File: config.mk
export PLATFORM = sky130hd
export DESIGN_NAME = debug_dump_tx
export DESIGN_NICKNAME = d
export VERILOG_FILES = /design/src/rtl/debug_dump_tx.sv
export SDC_FILE = /design/constraint.sdc
export NUM_CORES = 2
export LEC_CHECK = 0
export ABC_AREA = 1
export CORE_AREA = 2 2 585 587
export DETAILED_ROUTE_END_ITERATION = 10
export DIE_AREA = 0 0 587 589
export MAX_ROUTING_LAYER = met4
export SLEW_MARGIN = 20
export SYNTH_ARGS = -nofsm -noshare
export SYNTH_HDL_FRONTEND = slang
export SYNTH_SLANG_ARGS = --single-unit
File: constraint.sdc
create_clock -name clk -period 79.8 [get_ports clk]
set_clock_uncertainty 0.15 [all_clocks]
set_input_delay 15.96 -clock clk [delete_from_list [all_inputs] [get_ports clk]]
set_output_delay 15.96 -clock clk [all_outputs]
set_load 0.02 [all_outputs]
File: src/rtl/debug_dump_tx.sv
// Debug-snapshot transmitter: captures the core's debug buses on a halt edge or host request
// and streams them as a framed byte sequence (0xA5, 184 payload bytes, XOR checksum).
module debug_dump_tx (
    input  logic          clk,
    input  logic          reset,
    input  logic [1023:0] du_reg,
    input  logic [255:0]  du_mem,
    input  logic [63:0]   du_if_id,
    input  logic [125:0]  du_id_ex,
    input  logic          du_halt,
    input  logic          start,
    output logic [7:0]    tx_data,
    output logic          tx_valid,
    input  logic          tx_ready,
    output logic          busy,
    output logic          done
);

    // state | meaning
    // IDLE  | waiting for start or halt edge
    // HDR   | presenting header byte 0xA5
    // PAY   | presenting payload bytes 0..183, LS byte of snapshot first
    // CHK   | presenting XOR checksum of payload
    // DONE  | one-cycle done pulse, triggers ignored
    typedef enum logic [2:0] {
        IDLE = 3'd0,
        HDR  = 3'd1,
        PAY  = 3'd2,
        CHK  = 3'd3,
        DONE = 3'd4
    } state_t;

    localparam logic [7:0] HEADER   = 8'hA5;
    localparam logic [7:0] LAST_PAY = 8'd183;

    state_t         state;
    logic [1471:0]  snap;
    logic [7:0]     cnt;
    logic [7:0]     csum;
    logic           halt_q;
    logic           trigger;

    assign trigger = start | (du_halt & ~halt_q);

    always_ff @(posedge clk) begin
        if (reset) begin
            state    <= IDLE;
            tx_valid <= 1'b0;
            tx_data  <= 8'h00;
            busy     <= 1'b0;
            done     <= 1'b0;
            halt_q   <= 1'b0;
            cnt      <= 8'd0;
            csum     <= 8'd0;
        end else begin
            halt_q <= du_halt;
            case (state)
                IDLE: begin
                    if (trigger) begin
                        snap     <= {du_mem, du_reg, 2'b00, du_id_ex, du_if_id};
                        csum     <= 8'd0;
                        tx_data  <= HEADER;
                        tx_valid <= 1'b1;
                        busy     <= 1'b1;
                        state    <= HDR;
                    end
                end
                HDR: begin
                    if (tx_ready) begin
                        cnt     <= 8'd0;
                        tx_data <= snap[7:0];
                        state   <= PAY;
                    end
                end
                PAY: begin
                    if (tx_ready) begin
                        snap <= snap >> 8;
                        csum <= csum ^ tx_data;
                        cnt  <= cnt + 8'd1;
                        // tx_data mirrors snap[7:0] here, so the final checksum folds in the byte just accepted
                        if (cnt == LAST_PAY) begin
                            tx_data <= csum ^ tx_data;
                            state   <= CHK;
                        end else begin
                            tx_data <= snap[15:8];
                        end
                    end
                end
                CHK: begin
                    if (tx_ready) begin
                        tx_valid <= 1'b0;
                        busy     <= 1'b0;
                        done     <= 1'b1;
                        state    <= DONE;
                    end
                end
                DONE: begin
                    done  <= 1'b0;
                    state <= IDLE;
                end
                default: state <= IDLE;
            endcase
        end
    end

endmodule

==> impl_metrics.toml <==
[clocking]
cts_setup_buffers = 0
cts_hold_buffers = 0
cts_buffers = 178
clk_pin_slew_ns = 0.06
ctsHtreeMaxLevel = 4
clk_latency_ns = 0.87
root_buffer = "clkbuf_16"
post_cts_resized = 0
cts_tree = "built"
cts.path.max_buffers = 4
clock_sinks = 1502

[floorplan]
io_pins = 1486
num_rows = 214
core_area_um2 = 339000
die_h_um = 589
start_util_pct = 18.9
die_x_um = 587
die_area_um2 = 346000

[layout]
utilization_pct = 26.3
nNetsFinal = 9303
stdcell_area_um2 = 89300
post_route_cells_drive_above_1_share_pct = 3.84
layout-area-overhead-vs-synth_pct = 39.5

[pwr]
combPwrFrac_pct = 25.7
peakVddDrop_mv = 0.0232
leakagePower_nw = 36.0
p_sw_mw = 0.977
p_int_mw = 1.93
pwr-share-clk_pct = 28.3
p_seq_share_pct = 46.0
power_density_nw_per_um2 = 32.5
switching_share_pct = 33.7

[detailed_routing]
dr.pass1.iters = 5
drc_errors = 0
final_antenna_net_count = 0
drt-initial-drc-count = 4756
num_vias = 48502
finalWirelength_um = 244000
drt-vias-per-instance = 3.85
wl_per_cell_um = 19.4

[synthesis]
yosysMostFrequentCell = "nand2_1"
synthTopCellsByCount = "4,446 x nand2_1, 1,472 x edfxtp_1, 238 x buf_2"
synth_seq_cells = 1502
async_flop_share_pct = 0
synth_area_leaders = "edfxtp_1 69%, nand2_1 26%, buf_2 1.9%"
yosys_warnings = 0
ys_seq_area_share_pct = 70.0
synth_area_per_cell_um2 = 9.93
synth_top_area_share_pct = 69.1
yosys.area.top_type = "edfxtp_1"
ys.flop_type = "edfxtp_1"
syn_inst = 6443
syn-cell-area_um2 = 64000
synth_edf_count = 1472
synth_nets = 7919
synthDistinctLibCells = 25

[sta]
slew_viol_final = 0
fmax_ghz = 0.0454
setup_viol = 0
rsz0062_at_grt = "no"
layout_setup_ws_ns = 57.77
maxSlewHeadroom_pct = 10.3
worst_pin_slew_ns = 1.35
hold_viol = 0
period_share_pct = 27.6
tns_ns = 0
period_needed_ns = 22.03

[job]
drv_cap = 0

[status]
outcome = "finished clean"

[global_routing]
grt_usage_pct = 13.9
overflow = 0
grt_pass1_vias = 47200
grt_pass1_wl_um = 336000
grt_max_degree = 203
antenna_found_initial = 97

[critical_path]
cp-start-kind = "input port"
critPathSlowestCell = "buf_4"
cp_top_family = "buffers and inverters"
worst-path-max-fanout = 81
cpMostUsedCell = "buf_4"
endpoint_kind = "register"
path_buf_inv = 8
crit_type = "in -> reg"
path_cells = "clkdlybuf4s50_1, inv_1, nand2_1, nand3_2, nor2_4, buf_4, buf_4, buf_4, buf_4, buf_4, buf_4"
arrival_ns = 22.31
cp_slowest_stage_delay_ns = 0.94
required_ns = 80.08

[place]
dp_slack_ns = 56.78
dpl.hpwl_um = 181000
gp_congestion = 0.885
place_area_um2 = 83300
io_buffers = 1485

[min_path]
holdCritPathClass = "reg -> reg"
[per-stage QoR]
step	cells	total power [mW]	hold slack, ns
2_1_floorplan	6443	2.11	0.294
3_3_place_gp	12183	2.10	0.305
3_5_place_dp	12183	2.11	0.321
4_1_cts	12503	2.95	0.299
5_1_grt	12583	3.08	0.348
6_report	12593	2.90	0.312
[worst paths after layout]
| path | from | to | slack, ns | depth (start not counted) |
|---|---|---|---|---|
| setup / recovery | tx_ready | snap[223] | 57.77 | 11 |
| hold / removal | snap[130] | snap[122] | 0.31 | 2 |
| setup reg to reg | state[0] | snap[223] | 72.71 | 12 |
| hold reg to reg | snap[130] | snap[122] | 0.31 | 2 |
[cell families after synthesis]
family / count (synthesis) / synth area share, %
compound gates: 49 / 0.395
xor+xnor: 7 / 0.0958
fa+ha+maj: 1 / 0.0195
buf+inv: 381 / 3.00
flops: 1502 / 70.0
simple gates: 4503 / 26.5
[power groups by stage]
| stage | sequential, mW | combinational [mW] | clock, mW |
|---|---|---|---|
| after floorplan | 1.64 | 0.470 | 0 |
| after global placement | 1.35 | 0.753 | 0 |
| after detailed placement | 1.35 | 0.759 | 0 |
| after CTS | 1.34 | 0.762 | 0.845 |
| after global routing | 1.36 | 0.844 | 0.873 |
| final | 1.33 | 0.746 | 0.823 |
[final cells by class]
class / count / area [µm²]
fillers: 36169 / 250000
flip-flops and latches: 1502 / 44800
multi-input cells: 4560 / 17300
repair buffers: 1536 / 15300
well taps: 4536 / 5680
clock buffers: 223 / 4720
clock inverters: 97 / 1030
diodes: 90 / 225
inverters: 49 / 191
[per-layer routing]
| metal | share of wire, % | track usage, % | vias to the layer above |
|---|---|---|---|
| li1 | - | - | 23619 |
| met3 | 8.6 | 4.33 | 314 |
| met2 | 47 | 21.6 | 1680 |
| met5 | 0 | - | - |
| met4 | 2.6 | 4.76 | 0 |
| met1 | 42 | 17.0 | 22889 |
[layout by cell type, fill, tap and decap left out, drive strengths merged, types with 18 or more instances in the layout]
| cell | instances |
|---|---|
| a21oi | 21 |
| buf | 51 |
| clkbuf | 223 |
| clkdlybuf4s50 | 1485 |
| clkinv | 69 |
| dfxtp | 30 |
| diode | 90 |
| edfxtp | 1472 |
| inv | 56 |
| nand2 | 4448 |
| nand3 | 18 |
| nor2 | 33 |
| o21ai | 25 |
[registers in the layout (all words and copies together), names as in the netlist]
name and cells:
snap 1472, cnt 8, csum 8, tx_data 8
state 3, busy 1, done 1, halt_q 1
[worst min-delay path, cell delays in order, from the launching register on]
cell and delay, ns:
edfxtp_1 0.32, nand2_1 0.05, nand2_1 0.04
No activity file was read; power rests on OpenSTA's default activity.
